<file path="src/rtl/hazard_fwd_unit_pkg.sv">
// Shared types and constants for the hazard/forwarding unit: forwarding select
// encoding (also used by the EX-stage operand MUX3_1) and the stage record.
package hazard_fwd_unit_pkg;

  localparam int unsigned REG_IDX_W = 5;
  localparam int unsigned FWD_SEL_W = 2;
  localparam int unsigned CNT_W     = 32;

  localparam logic [FWD_SEL_W-1:0] FWD_RF  = 2'd0;
  localparam logic [FWD_SEL_W-1:0] FWD_WB  = 2'd1;
  localparam logic [FWD_SEL_W-1:0] FWD_MEM = 2'd2;

  typedef struct packed {
    logic                 valid;
    logic [REG_IDX_W-1:0] rd;
    logic                 regwrite;
    logic                 memread;
  } stage_rec_t;

  // True when a stage record will write the given source register (x0 never matches).
  function automatic logic producer_match(input stage_rec_t rec,
                                          input logic [REG_IDX_W-1:0] src);
    return rec.valid && rec.regwrite && (rec.rd != '0) && (rec.rd == src);
  endfunction

endpackage

</file>
<file path="src/rtl/hazard_fwd_unit_fwd_sel_calc.sv">
// Combinational forwarding select for one source index against the EX and MEM records.
module fwd_sel_calc
  import hazard_fwd_unit_pkg::*;
(
  input  logic [REG_IDX_W-1:0] src_i,
  input  stage_rec_t           ex_i,
  input  stage_rec_t           mem_i,
  output logic [FWD_SEL_W-1:0] sel_c
);

  // Load flags are irrelevant to selection; the load-use case is handled by the stall.
  logic unused_memread;
  assign unused_memread = ex_i.memread ^ mem_i.memread;

  // Nearest producer wins: EX moves to MEM while the consumer moves to EX.
  always_comb begin
    sel_c = FWD_RF;
    if (producer_match(ex_i, src_i)) begin
      sel_c = FWD_MEM;
    end else if (producer_match(mem_i, src_i)) begin
      sel_c = FWD_WB;
    end
  end

endmodule

</file>
<file path="src/rtl/hazard_fwd_unit.sv">
// Load-use stall detection and EX-stage operand forwarding selects.
// Optional stall performance counter enabled by defining HAZ_PERF_CNT_EN.
module hazard_fwd_unit
  import hazard_fwd_unit_pkg::*;
(
  input  logic                 clk_i,
  input  logic                 rst_n_i,
  input  logic                 id_valid_i,
  input  logic [REG_IDX_W-1:0] id_rs1_i,
  input  logic [REG_IDX_W-1:0] id_rs2_i,
  input  logic [REG_IDX_W-1:0] id_rd_i,
  input  logic                 id_regwrite_i,
  input  logic                 id_memread_i,
  input  logic                 flush_i,
  output logic                 stall_o,
  output logic [FWD_SEL_W-1:0] fwd_a_o,
  output logic [FWD_SEL_W-1:0] fwd_b_o
`ifdef HAZ_PERF_CNT_EN
  ,
  output logic [CNT_W-1:0]     stall_cnt_o
`endif
);

  stage_rec_t           ex_d, ex_q, mem_d, mem_q, wb_d, wb_q;
  logic [FWD_SEL_W-1:0] fwd_a_d, fwd_a_q, fwd_b_d, fwd_b_q;
  logic [FWD_SEL_W-1:0] sel_a_c, sel_b_c;
  logic                 stall_c;
  logic                 capture_c;

  fwd_sel_calc u_sel_rs1 (
    .src_i (id_rs1_i),
    .ex_i  (ex_q),
    .mem_i (mem_q),
    .sel_c (sel_a_c)
  );

  fwd_sel_calc u_sel_rs2 (
    .src_i (id_rs2_i),
    .ex_i  (ex_q),
    .mem_i (mem_q),
    .sel_c (sel_b_c)
  );

  // Load in EX feeding the ID instruction; a taken flush overrides it.
  always_comb begin
    stall_c = 1'b0;
    if (id_valid_i && !flush_i && ex_q.valid && ex_q.memread &&
        (producer_match(ex_q, id_rs1_i) || producer_match(ex_q, id_rs2_i))) begin
      stall_c = 1'b1;
    end
  end

  assign capture_c = id_valid_i && !flush_i && !stall_c;

  always_comb begin
    ex_d    = '0;
    fwd_a_d = FWD_RF;
    fwd_b_d = FWD_RF;
    mem_d   = ex_q;
    wb_d    = mem_q;
    if (capture_c) begin
      ex_d.valid    = 1'b1;
      ex_d.rd       = id_rd_i;
      ex_d.regwrite = id_regwrite_i;
      ex_d.memread  = id_memread_i;
      fwd_a_d       = sel_a_c;
      fwd_b_d       = sel_b_c;
    end
  end

  always_ff @(posedge clk_i or negedge rst_n_i) begin
    if (!rst_n_i) begin
      ex_q    <= '0;
      mem_q   <= '0;
      wb_q    <= '0;
      fwd_a_q <= FWD_RF;
      fwd_b_q <= FWD_RF;
    end else begin
      ex_q    <= ex_d;
      mem_q   <= mem_d;
      wb_q    <= wb_d;
      fwd_a_q <= fwd_a_d;
      fwd_b_q <= fwd_b_d;
    end
  end

  // WB producers reach the consumer through the register file's write-before-read.
  logic unused_wb;
  assign unused_wb = ^wb_q;

  assign stall_o = stall_c;
  assign fwd_a_o = fwd_a_q;
  assign fwd_b_o = fwd_b_q;

`ifdef HAZ_PERF_CNT_EN
  logic [CNT_W-1:0] stall_cnt_d, stall_cnt_q;

  always_comb begin
    stall_cnt_d = stall_cnt_q;
    if (stall_c && (stall_cnt_q != '1)) begin
      stall_cnt_d = stall_cnt_q + CNT_W'(1);
    end
  end

  always_ff @(posedge clk_i or negedge rst_n_i) begin
    if (!rst_n_i) begin
      stall_cnt_q <= '0;
    end else begin
      stall_cnt_q <= stall_cnt_d;
    end
  end

  assign stall_cnt_o = stall_cnt_q;
`endif

endmodule

</file>
<file path="config.mk">
export PLATFORM = sky130hd
export DESIGN_NAME = hazard_fwd_unit
export DESIGN_NICKNAME = d
export VERILOG_FILES = /design/src/rtl/hazard_fwd_unit_pkg.sv /design/src/rtl/hazard_fwd_unit_fwd_sel_calc.sv /design/src/rtl/hazard_fwd_unit.sv
export SDC_FILE = /design/constraint.sdc
export NUM_CORES = 1
export LEC_CHECK = 0
export BUFFER_PORTS_ARGS = -buffer_cell sky130_fd_sc_hd__buf_2
export CAP_MARGIN = 30
export CORE_AREA = 2 2 55 47
export DETAILED_ROUTE_END_ITERATION = 10
export DIE_AREA = 0 0 57 49
export PLACE_DENSITY = 0.77
export REMOVE_ABC_BUFFERS = 1
export SLEW_MARGIN = 5
export SYNTH_ARGS = -nofsm -noshare
export SYNTH_HDL_FRONTEND = slang
export SYNTH_SLANG_ARGS = --single-unit
</file>
<file path="constraint.sdc">
create_clock -name clk_i -period 5.64 [get_ports clk_i]
set_input_delay 0.846 -clock clk_i [delete_from_list [all_inputs] [get_ports clk_i]]
set_output_delay 0.846 -clock clk_i [all_outputs]
set_load 0.01 [all_outputs]
</file>
==> flow_metrics.env, run 1 <==
export IMPL_outcome="complete, no violations"
export IMPL_synth_lib_cells_used_distinct=21
export IMPL_mean_routed_wirelength_per_cell_um=13.8
export IMPL_final_fill_count=228
export IMPL_maxCapViolations=0
export IMPL_synth_top_cell_by_area="sky130_fd_sc_hd__dfrtp_1"
export IMPL_worst_endpoint_arrival_ns=2.08
export IMPL_finalSetupTns_ns=0
export IMPL_fp_dieArea_um2=2790
export IMPL_residual_overflow_from_global_routing=0
export IMPL_reg2reg_from="ex_q[3]"
export IMPL_antenna_found_initial=0
export IMPL_grtUsageTotal=0.138
export IMPL_report_final_slew_viol_count=0
export IMPL_pin_count_of_the_biggest_net_entering_global_routing=20
export IMPL_power_static_leakage_uw=0.000532
export IMPL_place_hpwl_um=1490
export IMPL_root_buffer="sky130_fd_sc_hd__clkbuf_4"
export IMPL_max_freq_ghz=0.342
export IMPL_cts_root_to_sink_buffers=2
export IMPL_dp_cells=131
export IMPL_gp_congestion=0.789
export IMPL_htreeDepth=1
export IMPL_path_clk_slew_ns=0.11
export IMPL_most_common_layout_cells="sky130_fd_sc_hd__buf_2 (25), sky130_fd_sc_hd__dfrtp_1 (19), sky130_fd_sc_hd__xnor2_1 (12)"
export IMPL_synth_area_leaders="sky130_fd_sc_hd__dfrtp_1 (50%), sky130_fd_sc_hd__xnor2_1 (11%), sky130_fd_sc_hd__a211oi_2 (11%)"
export IMPL_clk_latency_ns=0.31
export IMPL_mostFrequentLayoutCell="sky130_fd_sc_hd__buf_2"
export IMPL_layout_cells_non_filler=135
export IMPL_synthCells=81
export IMPL_setup_worst_path_start="ex_q[3]"
export IMPL_syn_cell_area_um2=947
export IMPL_setup_reg_to_reg_worst_slack_ns=3.86
export IMPL_die_y_um=49
export IMPL_io_pin_count=26
export IMPL_avgViaCountPerCell=5.31
export IMPL_num_nets_final=130
export IMPL_cp_start_kind="flop"
export IMPL_area_growth_syn_to_layout_pct=18.6
export IMPL_routed_wirelength_um=1860
export IMPL_peak_supply_drop_v=0.000167
export IMPL_post_cts_repair_setup_buffers=0
export IMPL_grt_pass1_wl_um=2950
export IMPL_criticalPathCategory="flop to primary output"
export IMPL_floorplan_die_width_um=57
export IMPL_worst_r2r_endpoint="ex_q[4]"
export IMPL_tritoncts_num_sinks=19
export IMPL_fin_skew_ns=0.00417
export IMPL_post_cts_resize_count=0
export IMPL_number_of_global_route_vias_before_repair=690
export IMPL_first_iter_violations=13
export IMPL_post_synthesis_sequential_element_count=19
export IMPL_timing_critical_path_to="stall_o"
export IMPL_placementRows=16
export IMPL_worst_r2r_path_depth=4
export IMPL_synthesis_yosys_warnings=0
export IMPL_synth_top_cell_area_share=0.502
export IMPL_p_per_area_nw_per_um2=222
export IMPL_detail_route_first_pass_iterations=4
export IMPL_worst_setup_ep_type="primary output"
export IMPL_dr_total_vias=717
export IMPL_postRouteAntennaNets=0
export IMPL_clock_tree_from_tritoncts="done"
export IMPL_avgSynthCellArea_um2=11.7
export IMPL_fin_crit_period_ns=2.93
export IMPL_post_route_drc_violation_count=0
export IMPL_max_slew_margin_rel=0.669
export IMPL_worstPathRequired_ns=4.79
export IMPL_hold_viol_final=0
export IMPL_rsz0062_at_grt="false"
export IMPL_finalSetupViolations=0
export IMPL_final_min_period_over_clock_period=0.519
export IMPL_critical_path_peak_fanout=11
export IMPL_fraction_of_layout_cells_with_a_size_suffix_above_1=0.361
export IMPL_max_slew_worst_pin_slew_ns=0.497
export IMPL_holdCritPathClass="flop to flop"
export IMPL_count_of_inserted_antenna_diode_cells=0
export IMPL_synth_seq_area_share=0.502
export IMPL_cts_hold_buffers_added=0
export IMPL_worst_hold_startpoint="ex_q[1]"
export IMPL_cts_buffers_inserted=3
export IMPL_effective_utilization_at_floorplan=0.415
export IMPL_core_region_area_um2=2280
export IMPL_buffer_ports_inserted=25
## flip-flops by register name, summed over array words and instances, names as in the netlist
register / cells
mem_q: 7
ex_q: 8
fwd_b_o: 2
fwd_a_o: 2
## report_power, final
group          total (uW)  internal, uW  switching, uW
clock                71.1          27.1           44.0
sequential            145           140           4.56
combinational        33.7          16.0           17.7
total                 250           184           66.2
## per-stage QoR
step | power [uW] | instance area [um^2] | hold WS (ns) | setup WS (ns) | util
2_1_floorplan | 165 | 927 | 0.354 | 2.72 | -
3_3_place_gp | 180 | 1090 | 0.368 | 2.89 | 0.479
3_5_place_dp | 182 | 1090 | 0.375 | 2.84 | 0.479
4_1_cts | 254 | 1120 | 0.410 | 2.70 | 0.492
5_1_grt | 264 | 1120 | 0.414 | 2.63 | 0.492
6_report | 250 | 1120 | 0.396 | 2.71 | 0.492
## worst min-delay path by stage
stage,cells after the start,slack [ns],endpoint
3_3_place_gp,0,0.37,mem_q[1]
6_report,0,0.40,mem_q[1]
3_5_place_dp,0,0.38,mem_q[1]
4_1_cts,0,0.41,mem_q[1]
2_1_floorplan,0,0.35,mem_q[1]
5_1_grt,0,0.41,mem_q[1]
## layout make-up
type	instances	area [um^2]	area share
sequential	19	475	0.423
clock inverter	1	7.51	0.00668
clock buffer	3	22.5	0.0200
multi-input combinational	52	425	0.379
tap	27	33.8	0.0301
inverter	7	26.3	0.0234
timing repair buffer	26	133	0.118
## Yosys cell counts, drive strengths merged
cell type and instances:
dfrtp 19, a21oi 2, nand2 2, or3 1
a211oi 10, nor3 5, nand4 4, and2 1
buf 2, nor3b 2, nor2 1, o22ai 1
nand2b 1, xnor2 12, clkbuf 1, o311a 1
and4b 1, inv 7, xor2 8
## critical path: stages (launching register included)
cell	delay (ns)
sky130_fd_sc_hd__dfrtp_1	0.45
sky130_fd_sc_hd__or3_1	0.38
sky130_fd_sc_hd__o311a_1	0.35
sky130_fd_sc_hd__and4b_4	0.29
sky130_fd_sc_hd__and2_1	0.17
sky130_fd_sc_hd__buf_2	0.13
## routing by layer
layer / track usage / routed length [um] / vias up
li1: - / - / 334
met1: 0.169 / 780 / 347
met2: 0.222 / 905 / 30
met3: 0.0318 / 132 / 6
met4: 0.0736 / 40 / 0
met5: 0 / 0 / -
## cell families (layout without fill, tap and decap cells)
logic type	after synthesis	in the layout	synth area share
XOR/XNOR	20	20	0.185
AO/OA/AOI/OAI	14	14	0.149
flip-flops	19	19	0.502
buffers and inverters	10	37	0.0489
AND/OR/NAND/NOR	18	18	0.115
No activity file was read; power rests on OpenSTA's default activity.
==> run 2: changes to the inputs <==
--- a/config.mk
+++ b/config.mk
@@ -10,7 +10,7 @@
 export CORE_AREA = 2 2 55 47
 export DETAILED_ROUTE_END_ITERATION = 10
 export DIE_AREA = 0 0 57 49
-export PLACE_DENSITY = 0.77
+export PLACE_DENSITY = 0.8
 export REMOVE_ABC_BUFFERS = 1
 export SLEW_MARGIN = 5
 export SYNTH_ARGS = -nofsm -noshare
==> constraint.sdc (replaced) <==
create_clock -name clk_i -period 2.3 [get_ports clk_i]
set_input_delay 0.345 -clock clk_i [delete_from_list [all_inputs] [get_ports clk_i]]
set_output_delay 0.345 -clock clk_i [all_outputs]
set_load 0.01 [all_outputs]
==> run 2 against run 1 <==
Compared with the run above:
- largest cell class unchanged
- clock skew is 0.0026 ns lower
- non-clock buffer count rose by 4
- core utilization increased by 2.0 points
- combinational power rose to 2.7 times the previous value
==> flow_metrics.env, run 2 (synthesis results as in run 1) <==
export IMPL_outcome="complete, no violations"
export IMPL_peak_supply_drop_v=0.000313
export IMPL_maxCapViolations=0
export IMPL_fin_crit_period_ns=2.21
export IMPL_postRouteAntennaNets=0
export IMPL_criticalPathCategory="flop to primary output"
export IMPL_power_static_leakage_uw=0.000551
export IMPL_antenna_found_initial=0
export IMPL_effective_utilization_at_floorplan=0.415
export IMPL_cts_root_to_sink_buffers=2
export IMPL_grtUsageTotal=0.157
export IMPL_fin_total_pwr_uw=607
export IMPL_cts_buffers_inserted=3
export IMPL_cp_start_kind="flop"
export IMPL_worst_setup_ep_type="primary output"
export IMPL_pre_cts_ws_ns=0.247
export IMPL_count_of_inserted_antenna_diode_cells=0
export IMPL_worstPathRequired_ns=1.96
export IMPL_mostFrequentLayoutCell="sky130_fd_sc_hd__buf_2"
export IMPL_max_freq_ghz=0.453
export IMPL_rsz0062_at_grt="false"
export IMPL_die_y_um=49
export IMPL_fp_dieArea_um2=2790
export IMPL_number_of_global_route_vias_before_repair=678
export IMPL_report_final_slew_viol_count=0
export IMPL_placementRows=16
export IMPL_root_buffer="sky130_fd_sc_hd__clkbuf_4"
export IMPL_io_pin_count=26
export IMPL_wl_met2_um=953
export IMPL_cp_cell_sequence="or3_4 -> o311a_4 -> and4b_4 -> and2_1 -> buf_2"
export IMPL_worst_endpoint_arrival_ns=1.86
export IMPL_residual_overflow_from_global_routing=0
export IMPL_core_region_area_um2=2280
export IMPL_largest_register="ex_q"
export IMPL_hold_viol_final=0
export IMPL_p_per_area_nw_per_um2=520
export IMPL_place_hpwl_um=1510
export IMPL_clock_tree_from_tritoncts="done"
export IMPL_most_common_layout_cells="sky130_fd_sc_hd__buf_2 (25), sky130_fd_sc_hd__dfrtp_1 (19), sky130_fd_sc_hd__xnor2_1 (12)"
export IMPL_holdCritPathClass="input pin to flop"
export IMPL_detail_route_first_pass_iterations=4
export IMPL_max_slew_margin_rel=0.671
export IMPL_routedLengthMet1_um=850
export IMPL_fin_skew_ns=0.00160
export IMPL_post_route_drc_violation_count=0
export IMPL_grt_pass1_wl_um=3290
export IMPL_clk_latency_ns=0.29
export IMPL_htreeDepth=1
export IMPL_final_min_period_over_clock_period=0.960
export IMPL_critical_path_peak_fanout=4
export IMPL_routed_wirelength_um=1980
export IMPL_area_growth_syn_to_layout_pct=23.4
export IMPL_num_nets_final=134
export IMPL_tritoncts_num_sinks=19
export IMPL_first_iter_violations=14
export IMPL_buffer_ports_inserted=25
export IMPL_avgViaCountPerCell=5.14
export IMPL_whs_ns=0.254
export IMPL_postLayoutSetupSlackWorst_ns=0.0925
export IMPL_mean_routed_wirelength_per_cell_um=14.2
export IMPL_gp_congestion=0.848
export IMPL_path_clk_slew_ns=0.10
export IMPL_largest_stage_delay_worst_path_ns=0.39
export IMPL_met3RoutedLength_um=133
export IMPL_largest_register_ff_count=8
export IMPL_layout_top_registers="ex_q: 8 flops, mem_q: 7 flops"
export IMPL_highest_signal_layer="met4"
export IMPL_floorplan_die_width_um=57
export IMPL_max_slew_worst_pin_slew_ns=0.493
export IMPL_dr_total_vias=715
export IMPL_pin_count_of_the_biggest_net_entering_global_routing=20
export IMPL_finalSetupTns_ns=0
export IMPL_finalSetupViolations=0
export IMPL_fraction_of_layout_cells_with_a_size_suffix_above_1=0.384
export IMPL_critical_path_slowest_cell="sky130_fd_sc_hd__dfrtp_1"
-- run 2: cell type report --
| type | instances | area (um^2) |
|---|---|---|
| repair buffers | 30 | 165 |
| clock buffers | 4 | 26.3 |
| fillers | 208 | 1110 |
| inverters | 7 | 26.3 |
| multi-input cells | 52 | 442 |
| flip-flops and latches | 19 | 475 |
| well taps | 27 | 33.8 |
-- run 2: per-layer routing --
layer / vias to the layer above / global-route usage
met5: - / 0
met2: 27 / 0.241
li1: 340 / -
met4: 0 / 0.0698
met1: 344 / 0.205
met3: 4 / 0.0451
-- run 2: path summary, 6_finish.rpt --
path                              startpoint         end  slack, ns  cells after the start
worst min register to register       ex_q[1]    mem_q[1]       0.44                      0
worst max register to register       ex_q[3]  fwd_b_o[0]       0.47                      5
max in group asynchronous            rst_n_i    mem_q[4]       1.50                      2
worst min-delay path            id_memread_i     ex_q[0]       0.25                      3
worst max-delay path                 ex_q[3]     stall_o       0.09                      5
min in group asynchronous            rst_n_i    mem_q[6]       0.51                      2
-- run 2: report_power, final --
group          switching, uW  internal, uW
Combinational           47.0          43.6
Sequential              10.4           344
Clock                   94.7          67.5
Total                    152           455
-- run 2: repair_timing --
item                                    in CTS  in global routing
resized for setup                            0                  2
gates cloned                                 0                  0
buffers inserted                             3                  0
endpoints found under the setup margin       1                  1
hold endpoints to repair                    19                  0
hold buffers                                 1                  0
pin swaps                                    1                  0
-- run 2: metrics by stage --
step	util	cells	area, um^2
floorplan	-	78	927
global placement	0.479	131	1090
detailed placement	0.479	131	1090
CTS	0.505	139	1150
global route	0.512	139	1170
finish	0.512	139	1170
-- run 2: worst max-delay path, delay by kind of cell, from the launching register on --
kind	cells	cell delay [ns]
AO/OA/AOI/OAI	1	0.32
flip-flops	1	0.39
AND/OR/NAND/NOR	3	0.73
buffers and inverters	1	0.13
==> run 3: changes to the inputs <==
--- a/config.mk
+++ b/config.mk
@@ -7,12 +7,14 @@
 export LEC_CHECK = 0
 export BUFFER_PORTS_ARGS = -buffer_cell sky130_fd_sc_hd__buf_2
 export CAP_MARGIN = 30
-export CORE_AREA = 2 2 55 47
+export CORE_AREA = 2 2 59 50
 export DETAILED_ROUTE_END_ITERATION = 10
-export DIE_AREA = 0 0 57 49
-export PLACE_DENSITY = 0.8
+export DIE_AREA = 0 0 61 52
+export GPL_TIMING_DRIVEN = 0
+export PLACE_DENSITY = 0.79
 export REMOVE_ABC_BUFFERS = 1
 export SLEW_MARGIN = 5
 export SYNTH_ARGS = -nofsm -noshare
 export SYNTH_HDL_FRONTEND = slang
+export SYNTH_HIERARCHICAL = 1
 export SYNTH_SLANG_ARGS = --single-unit
==> run 3 against run 2 <==
Compared with the run above:
- clock power is essentially flat
- sequential share of layout area shrank 4.2 points
- synthesized area grew 14%
- synthesized cell count grew 28%
- via count grew 19%
- setup slack gained 0.15 ns
- die area grew 14%
- non-clock buffer count grew 1
- maximum frequency grew 7.4%
- global-route usage grew 1.5 points
- largest power group unchanged
==> flow_metrics.env, run 3 <==
export IMPL_synthesis_yosys_warnings=6
export IMPL_clock_tree_from_tritoncts="done"
export IMPL_place_hpwl_um=1740
export IMPL_first_iter_violations=33
export IMPL_finalSetupTns_ns=0
export IMPL_fin_crit_period_ns=2.06
export IMPL_cts_buffers_inserted=3
export IMPL_final_min_period_over_clock_period=0.894
export IMPL_routed_wirelength_um=2350
export IMPL_postRouteAntennaNets=0
export IMPL_number_of_global_route_vias_before_repair=887
export IMPL_max_slew_worst_pin_slew_ns=0.520
export IMPL_dr_total_vias=853
export IMPL_most_common_layout_cells="sky130_fd_sc_hd__buf_2 (25), sky130_fd_sc_hd__xnor2_1 (24), sky130_fd_sc_hd__dfrtp_1 (15)"
export IMPL_floorplan_die_width_um=61
export IMPL_grt_busiest_layer="met2"
export IMPL_effective_utilization_at_floorplan=0.412
export IMPL_htreeDepth=1
export IMPL_syn_cell_area_um2=1080
export IMPL_die_y_um=52
export IMPL_post_route_drc_violation_count=0
export IMPL_fp_dieArea_um2=3170
export IMPL_largest_register="ex_q"
export IMPL_cp_start_kind="flop"
export IMPL_gp_congestion=0.826
export IMPL_postLayoutCellArea_um2=1320
export IMPL_worstPathRequired_ns=1.96
export IMPL_worst_endpoint_arrival_ns=1.71
export IMPL_grtUsageTotal=0.173
export IMPL_fraction_of_layout_cells_with_a_size_suffix_above_1=0.346
export IMPL_antenna_found_initial=0
export IMPL_tritoncts_num_sinks=19
export IMPL_mean_routed_wirelength_per_cell_um=13.5
export IMPL_fin_total_pwr_uw=641
export IMPL_ff_latch_area_um2=480
export IMPL_path_clk_slew_ns=0.10
export IMPL_rsz0062_at_grt="false"
export IMPL_residual_overflow_from_global_routing=0
export IMPL_final_fill_count=247
export IMPL_maxCapViolations=0
export IMPL_largest_register_ff_count=8
export IMPL_fin_skew_ns=0.00340
export IMPL_count_of_inserted_antenna_diode_cells=0
export IMPL_p_per_area_nw_per_um2=487
export IMPL_holdCritPathClass="input pin to flop"
export IMPL_max_freq_ghz=0.486
export IMPL_avgViaCountPerCell=4.90
export IMPL_cts_root_to_sink_buffers=2
export IMPL_grt_pass1_wl_um=3990
export IMPL_synthCells=104
export IMPL_multi_input_comb_area_um2=574
export IMPL_detail_route_first_pass_iterations=4
export IMPL_mostFrequentLayoutCell="sky130_fd_sc_hd__buf_2"
export IMPL_criticalPathCategory="flop to primary output"
export IMPL_outcome="complete, no violations"
export IMPL_finalSetupViolations=0
export IMPL_clk_latency_ns=0.29
export IMPL_layout_top_registers="ex_q: 8 flops, mem_q: 7 flops"
export IMPL_core_region_area_um2=2620
export IMPL_power_static_leakage_uw=0.000540
export IMPL_globalRouteMet3Util=0.0174
export IMPL_placementRows=17
export IMPL_area_growth_syn_to_layout_pct=22.2
export IMPL_root_buffer="sky130_fd_sc_hd__clkbuf_4"
export IMPL_num_nets_final=158
export IMPL_grtUsageMet1=0.254
export IMPL_max_slew_margin_rel=0.653
export IMPL_peak_supply_drop_v=0.000269
export IMPL_pin_count_of_the_biggest_net_entering_global_routing=20
export IMPL_critical_path_peak_fanout=8
export IMPL_hold_viol_final=0
export IMPL_report_final_slew_viol_count=0
export IMPL_worst_setup_ep_type="primary output"
export IMPL_buffer_ports_inserted=25
export IMPL_avgSynthCellArea_um2=10.4
export IMPL_dpl_cell_area_um2=1230
export IMPL_globalRouteMet2Util=0.256
export IMPL_io_pin_count=26
## run 3: final cells by class
| class | count | share of cell area |
|---|---|---|
| timing repair buffer | 31 | 0.131 |
| sequential | 19 | 0.365 |
| multi-input combinational | 78 | 0.436 |
| inverter | 4 | 0.0114 |
| clock buffer | 4 | 0.0200 |
| tap | 38 | 0.0361 |
## run 3: where the power goes
part           switching, uW  total, uW  internal [uW]
logic                   59.0        117           57.6
clock network           94.4        162           67.5
registers               17.9        363            345
total                    171        641            470
## run 3: metal layers
metal  wire, um  share of wire
met1       1040           0.44
met5          0              0
met2       1160           0.50
met3        127          0.054
met4         19         0.0081
## run 3: final timing paths
kind                                 start    endpoint  slack (ns)  depth (start not counted)
worst min register to register     ex_q[1]    mem_q[1]        0.47                          0
worst max-delay path               ex_q[2]     stall_o        0.24                          5
worst min-delay path            id_rd_i[1]     ex_q[3]        0.25                          3
worst max register to register     ex_q[4]  fwd_a_o[0]        0.80                          5
max in group asynchronous          rst_n_i     ex_q[4]        1.48                          2
min in group asynchronous          rst_n_i    mem_q[1]        0.51                          2
## run 3: stage by stage
step	util	setup slack (ns)	hold WS, ns	cells
2_1_floorplan	-	0.610	0.0494	101
3_3_place_gp	0.470	0.321	0.279	164
3_5_place_dp	0.470	0.269	0.299	164
4_1_cts	0.487	0.0241	0.243	169
5_1_grt	0.503	0.0734	0.246	174
6_report	0.503	0.244	0.249	174
## run 3: what timing repair did
item / 4_1_cts / 5_1_grt
endpoints found under the hold margin: 19 / 0
buffers inserted: 0 / 5
setup endpoints to repair: 1 / 1
pin swaps: 0 / 1
resized for setup: 1 / 4
hold buffers: 1 / 0
## run 3: worst max-delay path, stage by stage (launching register included)
cell and delay [ns]:
sky130_fd_sc_hd__dfrtp_2 0.50, sky130_fd_sc_hd__xnor2_1 0.18, sky130_fd_sc_hd__nand3_1 0.14, sky130_fd_sc_hd__o22ai_4 0.27
sky130_fd_sc_hd__and2_2 0.20, sky130_fd_sc_hd__buf_2 0.12
